### src/rtl/spi_pkg.sv
// Shared types and constants for the SPI master controller.
package spi_pkg;

   typedef enum logic [1:0] {
      ST_IDLE,
      ST_LEAD,
      ST_XFER,
      ST_TRAIL
   } state_e;

   // SPI mode number is {cpol, cpha}
   typedef enum logic [1:0] {
      MODE0 = 2'd0,
      MODE1 = 2'd1,
      MODE2 = 2'd2,
      MODE3 = 2'd3
   } spi_mode_e;

   localparam int unsigned H_SEL0 = 1;
   localparam int unsigned H_SEL1 = 2;
   localparam int unsigned H_SEL2 = 8;
   localparam int unsigned H_SEL3 = 16;
   localparam int unsigned TICK_W = 4;

   // Half-period minus one, used as the tick counter reload value
   function automatic logic [TICK_W-1:0] half_period_m1(input logic [1:0] sel);
      logic [TICK_W-1:0] val;
      case (sel)
         2'd0:    val = TICK_W'(H_SEL0 - 1);
         2'd1:    val = TICK_W'(H_SEL1 - 1);
         2'd2:    val = TICK_W'(H_SEL2 - 1);
         default: val = TICK_W'(H_SEL3 - 1);
      endcase
      return val;
   endfunction

endpackage

### src/rtl/spi_master_ctrl_if.sv
// Host-side request/response and SPI pin bundle for spi_master_ctrl.
interface spi_master_ctrl_if #(
   parameter int unsigned DATA_W = 8
);
   logic              start;
   logic [DATA_W-1:0] tx_data;
   logic              cpol;
   logic              cpha;
   logic [1:0]        clk_sel;
   logic              miso;
   logic              sclk;
   logic              mosi;
   logic              ss_n;
   logic              busy;
   logic              done;
   logic [DATA_W-1:0] rx_data;

   modport master (
      input  start, tx_data, cpol, cpha, clk_sel, miso,
      output sclk, mosi, ss_n, busy, done, rx_data
   );

   modport slave (
      output start, tx_data, cpol, cpha, clk_sel, miso,
      input  sclk, mosi, ss_n, busy, done, rx_data
   );
endinterface

### src/rtl/spi_sclk_tick.sv
// Half-period tick generator: down-counter reloaded with H-1, one-cycle tick at zero.
module spi_sclk_tick
   import spi_pkg::*;
(
   input  logic              clk,
   input  logic              reset,
   input  logic              load,
   input  logic [TICK_W-1:0] load_val,
   output logic              tick_c
);

   logic [TICK_W-1:0] cnt_q, cnt_d;

   always_comb begin
      tick_c = !load && (cnt_q == '0);
      cnt_d  = cnt_q - TICK_W'(1);
      if (load || tick_c) cnt_d = load_val;
   end

   always_ff @(posedge clk) begin
      if (reset) cnt_q <= '0;
      else       cnt_q <= cnt_d;
   end

endmodule

### src/rtl/spi_master_ctrl.sv
// SPI master frame sequencer: FSM, toggle counter, tx/rx shift registers, registered pins.
module spi_master_ctrl
   import spi_pkg::*;
#(
   parameter int unsigned DATA_W = 8
) (
   input  logic                clk,
   input  logic                reset,
   spi_master_ctrl_if.master   bus
);

   localparam int unsigned    CNT_W  = $clog2(2 * DATA_W + 1);
   localparam logic [CNT_W-1:0] LAST_K = CNT_W'(2 * DATA_W);

   state_e            state_q, state_d;
   spi_mode_e         mode_q, mode_d;
   logic [1:0]        sel_q, sel_d;
   logic [DATA_W-1:0] tx_sh_q, tx_sh_d;
   logic [DATA_W-1:0] rx_sh_q, rx_sh_d;
   logic [CNT_W-1:0]  tgl_q, tgl_d;
   logic              arm_q, arm_d;
   logic              sclk_q, sclk_d;
   logic              mosi_q, mosi_d;
   logic              ss_n_q, ss_n_d;
   logic              busy_q, busy_d;
   logic              done_q, done_d;
   logic [DATA_W-1:0] rx_data_q, rx_data_d;

   logic              tick_c, load_c, cpol_c, cpha_c;
   logic              shift_c, capture_c;
   logic [CNT_W-1:0]  k_c;

   assign cpol_c = (mode_q == MODE2) || (mode_q == MODE3);
   assign cpha_c = (mode_q == MODE1) || (mode_q == MODE3);
   // Hold the counter for the accept cycle so toggle k lands at t0+1+k*H
   assign load_c = (state_q == ST_IDLE) || arm_q;

   spi_sclk_tick u_tick (
      .clk      (clk),
      .reset    (reset),
      .load     (load_c),
      .load_val (half_period_m1(sel_q)),
      .tick_c   (tick_c)
   );

   always_comb begin
      state_d   = state_q;
      mode_d    = mode_q;
      sel_d     = sel_q;
      tx_sh_d   = tx_sh_q;
      rx_sh_d   = rx_sh_q;
      tgl_d     = tgl_q;
      arm_d     = 1'b0;
      sclk_d    = sclk_q;
      mosi_d    = mosi_q;
      ss_n_d    = ss_n_q;
      busy_d    = busy_q;
      done_d    = 1'b0;
      rx_data_d = rx_data_q;
      k_c       = tgl_q + CNT_W'(1);
      // Odd k is the leading edge
      shift_c   = cpha_c ? k_c[0] : (!k_c[0] && (k_c != LAST_K));
      capture_c = cpha_c ? !k_c[0] : k_c[0];

      case (state_q)
         ST_IDLE: begin
            sclk_d = bus.cpol;
            mosi_d = 1'b0;
            ss_n_d = 1'b1;
            if (bus.start) begin
               state_d = ST_LEAD;
               mode_d  = spi_mode_e'({bus.cpol, bus.cpha});
               sel_d   = bus.clk_sel;
               tx_sh_d = bus.cpha ? bus.tx_data : (bus.tx_data << 1);
               mosi_d  = bus.cpha ? 1'b0 : bus.tx_data[DATA_W-1];
               rx_sh_d = '0;
               tgl_d   = '0;
               arm_d   = 1'b1;
               ss_n_d  = 1'b0;
               busy_d  = 1'b1;
            end
         end
         ST_LEAD, ST_XFER: begin
            if (tick_c) begin
               sclk_d = ~sclk_q;
               tgl_d  = k_c;
               if (shift_c) begin
                  mosi_d  = tx_sh_q[DATA_W-1];
                  tx_sh_d = tx_sh_q << 1;
               end
               if (capture_c) rx_sh_d = {rx_sh_q[DATA_W-2:0], bus.miso};
               state_d = (k_c == LAST_K) ? ST_TRAIL : ST_XFER;
            end
         end
         ST_TRAIL: begin
            if (tick_c) begin
               state_d   = ST_IDLE;
               sclk_d    = cpol_c;
               mosi_d    = 1'b0;
               ss_n_d    = 1'b1;
               busy_d    = 1'b0;
               done_d    = 1'b1;
               rx_data_d = rx_sh_q;
            end
         end
         default: state_d = ST_IDLE;
      endcase
   end

   always_ff @(posedge clk) begin
      if (reset) begin
         state_q   <= ST_IDLE;
         mode_q    <= MODE0;
         sel_q     <= 2'd0;
         tx_sh_q   <= '0;
         rx_sh_q   <= '0;
         tgl_q     <= '0;
         arm_q     <= 1'b0;
         sclk_q    <= bus.cpol;
         mosi_q    <= 1'b0;
         ss_n_q    <= 1'b1;
         busy_q    <= 1'b0;
         done_q    <= 1'b0;
         rx_data_q <= '0;
      end else begin
         state_q   <= state_d;
         mode_q    <= mode_d;
         sel_q     <= sel_d;
         tx_sh_q   <= tx_sh_d;
         rx_sh_q   <= rx_sh_d;
         tgl_q     <= tgl_d;
         arm_q     <= arm_d;
         sclk_q    <= sclk_d;
         mosi_q    <= mosi_d;
         ss_n_q    <= ss_n_d;
         busy_q    <= busy_d;
         done_q    <= done_d;
         rx_data_q <= rx_data_d;
      end
   end

   assign bus.sclk    = sclk_q;
   assign bus.mosi    = mosi_q;
   assign bus.ss_n    = ss_n_q;
   assign bus.busy    = busy_q;
   assign bus.done    = done_q;
   assign bus.rx_data = rx_data_q;

endmodule

### src/flat_wrapper.sv
// flat-port wrapper written by rule: the top's interface ports become plain ports
module spi_master_ctrl_flat import spi_pkg::*;
#(
   parameter int unsigned DATA_W = 8
)
  (clk, reset, bus_start, bus_tx_data, bus_cpol, bus_cpha, bus_clk_sel, bus_miso, bus_sclk, bus_mosi, bus_ss_n, bus_busy, bus_done, bus_rx_data);
  spi_master_ctrl_if #(.DATA_W(DATA_W)) bus_i ();
  input  logic clk;
  input  logic reset;
  input wire logic [$bits(bus_i.start)-1:0] bus_start;
  input wire logic [$bits(bus_i.tx_data)-1:0] bus_tx_data;
  input wire logic [$bits(bus_i.cpol)-1:0] bus_cpol;
  input wire logic [$bits(bus_i.cpha)-1:0] bus_cpha;
  input wire logic [$bits(bus_i.clk_sel)-1:0] bus_clk_sel;
  input wire logic [$bits(bus_i.miso)-1:0] bus_miso;
  output wire logic [$bits(bus_i.sclk)-1:0] bus_sclk;
  output wire logic [$bits(bus_i.mosi)-1:0] bus_mosi;
  output wire logic [$bits(bus_i.ss_n)-1:0] bus_ss_n;
  output wire logic [$bits(bus_i.busy)-1:0] bus_busy;
  output wire logic [$bits(bus_i.done)-1:0] bus_done;
  output wire logic [$bits(bus_i.rx_data)-1:0] bus_rx_data;
  assign bus_i.start = bus_start;
  assign bus_i.tx_data = bus_tx_data;
  assign bus_i.cpol = bus_cpol;
  assign bus_i.cpha = bus_cpha;
  assign bus_i.clk_sel = bus_clk_sel;
  assign bus_i.miso = bus_miso;
  assign bus_sclk = bus_i.sclk;
  assign bus_mosi = bus_i.mosi;
  assign bus_ss_n = bus_i.ss_n;
  assign bus_busy = bus_i.busy;
  assign bus_done = bus_i.done;
  assign bus_rx_data = bus_i.rx_data;
  spi_master_ctrl #(.DATA_W(DATA_W)) u_core (.clk(clk), .reset(reset), .bus(bus_i));
endmodule
### config.mk
export PLATFORM = sky130hd
export DESIGN_NAME = spi_master_ctrl_flat
export DESIGN_NICKNAME = d
export VERILOG_FILES = /design/src/rtl/spi_pkg.sv /design/src/rtl/spi_master_ctrl_if.sv /design/src/rtl/spi_sclk_tick.sv /design/src/rtl/spi_master_ctrl.sv /design/src/flat_wrapper.sv
export SDC_FILE = /design/constraint.sdc
export NUM_CORES = 1
export LEC_CHECK = 0
export ABC_CLOCK_PERIOD_IN_PS = 2500
export BUFFER_PORTS_ARGS = -buffer_cell sky130_fd_sc_hd__buf_2
export CORE_UTILIZATION = 30
export DETAILED_ROUTE_END_ITERATION = 16
export GPL_TIMING_DRIVEN = 0
export RECOVER_POWER = 50
export SLEW_MARGIN = 0
export SYNTH_ARGS = -nofsm -noshare
export SYNTH_HDL_FRONTEND = slang
export SYNTH_HIERARCHICAL = 1
export SYNTH_SLANG_ARGS = --single-unit
### constraint.sdc
create_clock -name clk -period 2.5 [get_ports clk]
set_clock_uncertainty 0.15 [all_clocks]
set_input_delay 0.5 -clock clk [delete_from_list [all_inputs] [get_ports clk]]
set_output_delay 0.5 -clock clk [all_outputs]
set_load 0.02 [all_outputs]
==> results of run 1 <==
worst register-to-register path, delay by kind of cell (launching register included):
| family | cells | cell delay (ns) |
|---|---|---|
| AND/OR/NAND/NOR | 3 | 0.54 |
| adder cells (fa/ha/maj) | 1 | 0.18 |
| buffers and inverters | 4 | 0.56 |
| multiplexers | 1 | 0.26 |
| AO/OA/AOI/OAI | 2 | 0.26 |
| flip-flops | 1 | 0.35 |
flip-flops by register name, indices dropped and copies added, names as in the netlist:
register and flops:
u_core/arm_q 1, u_core/bus.busy 1, u_core/bus.done 1, u_core/bus.mosi 1, u_core/bus.rx_data 8, u_core/bus.sclk 1, u_core/bus.ss_n 1, u_core/mode_q 2
u_core/rx_sh_q 8, u_core/sel_q 2, u_core/state_q 2, u_core/tgl_q 5, u_core/tx_sh_q 8, u_core/u_tick/cnt_q 4
metal layers:
layer	global-route usage, %	wire length [µm]	vias up
met3	3.41	157	2
met2	22.8	2360	27
met4	4.92	41	0
met1	18.0	2400	940
li1	-	-	1002
met5	0	0	-
placed cells by master, fill, tap and decap left out, types with 3 or more instances in the layout:
master	n
dfxtp_1	42
nand2_1	40
a21oi_1	31
clkbuf_1	24
o21ai_0	20
buf_2	15
nor2_1	13
nand3_1	11
inv_1	10
mux2i_1	9
a22o_1	8
buf_4	6
clkbuf_8	5
ha_1	4
inv_6	3
and2_1	3
nand2b_1	3
o32ai_1	3
nor3_2	3
worst max path at each step:
stage                                  from  depth (start not counted)               to
final                     u_core/state_q[0]                         11  u_core/tgl_q[2]
after global routing      u_core/state_q[0]                         11  u_core/tgl_q[2]
after CTS                 u_core/state_q[0]                         12  u_core/bus.mosi
after detailed placement  u_core/state_q[1]                         12  u_core/tgl_q[2]
after global placement    u_core/state_q[0]                         12  u_core/tgl_q[2]
after floorplan           u_core/state_q[0]                         12  u_core/tgl_q[2]
where the power goes:
part | leakage [nW] | switching [mW] | total, mW | internal [mW]
registers | 0.368 | 0.0396 | 0.820 | 0.781
logic | 0.514 | 0.377 | 0.632 | 0.255
clock network | 0.0495 | 0.283 | 0.491 | 0.208
total | 0.932 | 0.700 | 1.94 | 1.24
through the flow:
step	TNS [ns]	setup WS (ns)	util (%)	instance area, µm²
after floorplan	0	0.0344	-	2190
after global placement	-3.32	-0.200	35.4	2440
after global routing	-0.0145	-0.0102	38.0	2630
final	0	0.126	38.0	2630
after detailed placement	-3.92	-0.221	35.4	2440
after CTS	0	0.0125	37.6	2590
logic make-up after synthesis:
family          after synthesis  synth area share [%]
flops                        45                  41.8
xor+xnor                      1                 0.402
simple gates                 91                  21.3
compound gates               81                  22.9
fa+ha+maj                     4                  2.30
buf+inv                      27                  5.52
mux                          11                  5.69
layout make-up:
type / count / area [µm²]
Fill cell: 739 / 4280
Multi-Input combinational cell: 188 / 1220
Sequential cell: 45 / 913
Timing Repair Buffer: 32 / 151
Tap cell: 96 / 120
Buffer: 15 / 81.3
Clock buffer: 5 / 68.8
Inverter: 11 / 45.0
Clock inverter: 3 / 26.3
what timing repair did:
item                                    4_1_cts  5_1_grt
resized for setup                             6       14
setup buffers                                 4        1
pin swaps                                     1        4
endpoints found under the setup margin       30       30
==> flow_summary.yaml, run 1 <==
global_route:
  grt_pass1_wl_mm: 8.30
  overflow: 0
  grt_antenna_before_repair: 0
  grt.total_usage_pct: 14.0
  grt_max_degree: 18
  grt_pass1_vias: 1794
placement:
  dp.cells: 383
  gpl.final_weighted_congestion: 0.833
  io_buffers: 27
  hpwl_mm: 3.45
yosys:
  async_flop_share_pct: 0
  ys_top_cells_by_area: "dfxtp_1, a21oi_1, nand2_1"
  yosysSeqAreaShare_pct: 41.8
  yosysWarnings: 6
  yosys.area.top_type: "dfxtp_1"
  synth_common_cells: "dfxtp_1, nand2_1, a21oi_1"
  netlist_area_um2: 2180
  ys_seq_elements: 45
  syn-num-nets: 280
  avgSynthCellArea_um2: 8.37
  synth_edf_count: 1
  yosysMostFrequentCell: "dfxtp_1"
  synthCells: 260
  ys.flop_type: "dfxtp_1"
  ys_types: 45
  synth.top_cell.area_share_pct: 40.5
critical_path:
  cp_slowest_cell: "dfxtp_2"
  r2r-end: "u_core/tgl_q[2]"
  endpoint_kind: "register"
  cp_data_arrival_time_ns: 2.45
  worstReg2RegStart: "u_core/state_q[0]"
  crit_family: "buffers and inverters"
  ff2ff_path_depth: 11
  crit_type: "register to register"
  rrSetupSlack_ns: 0.13
  cp_common_cell: "buf_4"
  required_ns: 2.58
  cp_max_fo: 10
  path_cells: "inv_1 > ha_1 > buf_4 > or2_4 > nor4b_4 > buf_4 > clkinvlp_4 > a21oi_4 > nand2_1 > mux2_2 > o32ai_1"
  critPathLaunchType: "register"
  slowest_delay_ns: 0.35
  critPathBufInv: 4
cells_and_area:
  drive_gt1_share_pct: 17.7
  syn2layout_area_growth_pct: 20.6
  final_cells: 395
  nets: 318
  num_antenna_cells: 0
hold_path:
  hold_start: "bus_miso"
  hold-path-endpoint: "u_core/rx_sh_q[0]"
  hp-class: "primary input to register"
  min_path_cells: 2
detailed_routing:
  drt_iter0_markers: 138
  vias_per_cell: 4.99
  avgRoutedWirePerCell_um: 12.5
  drtAntennaViolNets: 0
  first_pass_iters: 4
  vias: 1971
  routed_wl_mm: 4.96
  drc: 0
cts:
  clkTransAtPathRegs_ns: 0.10
  cts_tree: "done"
  holdBufCountCts: 0
  cts-root-buf: "clkbuf_8"
  clockBufferDepth: 2
  cts.sink_count: 45
  h-tree-depth: 2
  cts_buffers: 5
  insertion_delay_ns: 0.31
timing:
  hold_viol_final: 0
  max_freq_mhz: 421
  period_needed_ns: 2.37
  timing.slew.headroom_pct: 60.7
  fin_crit_sh_pct: 95.0
  fin_hold_ws_ns: 0.261
  maxSlewViolCount: 0
  worst_pin_slew_ns: 0.590
  setup_viol: 0
run:
  cap_viol_max_count: 0
power_and_ir_drop:
  total_power_mw: 1.94
  power_leakage_nw: 0.932
  peakVddDrop_v: 0.000291
  powerDensity_nw_per_um2: 740
floorplan:
  initial_utilization_pct: 31.5
  num_rows: 30
  die-area_um2: 7600
  ios: 29
  die_h_um: 87.2
  coreArea_um2: 6910
  die_x_um: 87.2
run_status:
  status: "completed"
(Power assumes the default switching activity.)
==> run 2, diff against run 1 <==
--- a/config.mk
+++ b/config.mk
@@ -5,7 +5,7 @@
 export SDC_FILE = /design/constraint.sdc
 export NUM_CORES = 1
 export LEC_CHECK = 0
-export ABC_CLOCK_PERIOD_IN_PS = 2500
+export ABC_CLOCK_PERIOD_IN_PS = 2000
 export BUFFER_PORTS_ARGS = -buffer_cell sky130_fd_sc_hd__buf_2
 export CORE_UTILIZATION = 30
 export DETAILED_ROUTE_END_ITERATION = 16
==> constraint.sdc (replaced) <==
create_clock -name clk -period 2 [get_ports clk]
set_clock_uncertainty 0.15 [all_clocks]
set_input_delay 0.4 -clock clk [delete_from_list [all_inputs] [get_ports clk]]
set_output_delay 0.4 -clock clk [all_outputs]
set_load 0.02 [all_outputs]
==> run 2 against run 1 <==
  * The run now ends with setup timing left
  * Combinational power increased by 47%
  * Core utilization increased by 2.3 points
  * Highest routed layer unchanged
  * Cell count increased by 0.76%
  * Critical endpoint unchanged
  * First-iteration DRC count decreased by 35%
  * Clock-buffer cell count unchanged
  * Fmax increased by 14%
  * Global-route usage increased by 0.83 points
  * Die area unchanged
  * Wire length increased by 5.0%
  * Via count increased by 0.36%
  * Hold slack got worse by 0.11 ns
  * Final area increased by 6.1%
==> flow_summary.yaml, run 2 (synthesized netlist as in run 1, its figures left out) <==
cells_and_area:
  final_common_cell: "dfxtp_1"
  num_antenna_cells: 0
  post-route-util_pct: 40.3
  syn2layout_area_growth_pct: 27.9
  final_cell_mix: "dfxtp_1, nand2_1, a21oi_1"
  drive_gt1_share_pct: 25.2
  fill_cells: 729
  nets: 321
timing:
  max_freq_mhz: 482
  maxSlewViolCount: 0
  period_needed_ns: 2.08
  fin_crit_sh_pct: 104
  worst_pin_slew_ns: 0.718
  worst_slack_ns: -0.0767
  fin_setup_tns_ns: -0.695
  setup_viol: 13
  timing.slew.headroom_pct: 52.0
  hold_viol_final: 0
  rsz0062_at_grt: "true"
detailed_routing:
  drc: 0
  vias: 1978
  drtAntennaViolNets: 0
  routed_wl_mm: 5.20
  avgRoutedWirePerCell_um: 13.1
  vias_per_cell: 4.97
  drt_iter0_markers: 90
  first_pass_iters: 5
placement:
  gpl.final_weighted_congestion: 0.786
  hpwl_mm: 3.54
  io_buffers: 27
run:
  cap_viol_max_count: 0
cts:
  insertion_delay_ns: 0.31
  cts_tree: "done"
  cts-root-buf: "clkbuf_8"
  h-tree-depth: 2
  clkTransAtPathRegs_ns: 0.10
  clockBufferDepth: 2
  cts.sink_count: 45
  cts_buffers: 5
  holdBufCountCts: 0
hold_path:
  min_path_cells: 2
  hold_start: "reset"
  hp-class: "primary input to register"
  hold-path-endpoint: "u_core/u_tick/cnt_q[3]"
critical_path:
  worstReg2RegStart: "u_core/state_q[1]"
  critPathLaunchType: "register"
  endpoint_kind: "register"
  ff2ff_path_depth: 10
  rrSetupSlack_ns: -0.08
  crit_type: "register to register"
  r2r-end: "u_core/tgl_q[2]"
  cp_max_fo: 8
  cp_data_arrival_time_ns: 2.16
  required_ns: 2.08
run_status:
  violations: "setup timing"
  status: "finished with violations"
global_route:
  grt_pass1_wl_mm: 8.57
  grt.total_usage_pct: 14.8
  overflow: 0
  grt_antenna_before_repair: 0
  grt_pass1_vias: 1785
  grt_max_degree: 17
power_and_ir_drop:
  power.share.switching_pct: 36.4
  p_sw_mw: 0.930
  internal_power_mw: 1.62
  peakVddDrop_v: 0.000284
  power_leakage_nw: 0.998
  seqPwrFrac_pct: 40.3
  power_frac_clock_pct: 23.4
  powerDensity_nw_per_um2: 917
  combinationalPowerShare_pct: 36.3
floorplan:
  initial_utilization_pct: 31.5
  die-area_um2: 7600
  num_rows: 30
  coreArea_um2: 6910
  ios: 29
  die_h_um: 87.2
  die_x_um: 87.2
## run 2: cell types whose count changed in the layout (fill, tap and decap cells not counted), sizes merged
| cell | delta |
|---|---|
| buf | +6 |
| clkbuf | -3 |
| clkinv | +1 |
| inv | -1 |
## run 2: worst max-delay path by stage
stage | startpoint | endpoint | slack, ns
after global routing | u_core/state_q[1] | u_core/tx_sh_q[3] | -0.17
after floorplan | u_core/state_q[1] | u_core/tgl_q[2] | -0.27
after global placement | u_core/state_q[1] | u_core/rx_sh_q[0] | -0.53
after CTS | u_core/state_q[1] | u_core/tx_sh_q[4] | -0.09
final | u_core/state_q[1] | u_core/tgl_q[2] | -0.08
after detailed placement | u_core/state_q[1] | u_core/rx_sh_q[4] | -0.56
## run 2: power groups by stage
stage	sequential, mW	clock [mW]	combinational (mW)
3_5_place_dp	1.04	0	0.742
4_1_cts	1.02	0.620	0.868
5_1_grt	1.04	0.651	1.01
2_1_floorplan	1.05	0	0.566
3_3_place_gp	1.04	0	0.734
6_report	1.03	0.598	0.927
## run 2: repair_timing
| item | in CTS | in global routing |
|---|---|---|
| setup endpoints to repair | 36 | 35 |
| buffers inserted | 7 | 2 |
| pin swaps | 26 | 3 |
| resized for setup | 17 | 16 |
## run 2: area by class of cell
type                            count  area (µm²)  area share [%]
Buffer                             14        92.6            3.33
Clock buffer                        5        68.8            2.47
Clock inverter                      3        25.0           0.899
Inverter                           11        46.3            1.66
Multi-Input combinational cell    188        1310            47.1
Sequential cell                    45         915            32.9
Tap cell                           96         120            4.31
Timing Repair Buffer               36         206            7.42
## run 2: critical path, stage by stage (launching register included)
cell	delay (ns)
dfxtp_2	0.35
inv_2	0.04
ha_4	0.15
or2_4	0.26
nor4b_4	0.25
buf_8	0.20
inv_6	0.06
a21oi_4	0.15
nand2_1	0.06
mux2_4	0.26
o32ai_2	0.08
## run 2: through the flow
step	setup slack (ns)	power, mW	cells	hold WS (ns)	cell area, µm²
final	-0.0767	2.55	398	0.152	2780
after global routing	-0.173	2.70	398	0.142	2780
after CTS	-0.0932	2.51	396	0.140	2730
after detailed placement	-0.565	1.79	383	0.294	2510
after global placement	-0.533	1.78	383	0.293	2510
after floorplan	-0.275	1.62	260	0.282	2250
## run 2: layer usage
layer | track usage, % | part of all wire (%)
met1 | 19.0 | 49
met2 | 23.7 | 46
met3 | 3.03 | 3.1
met4 | 7.15 | 1.7
met5 | 0 | 0
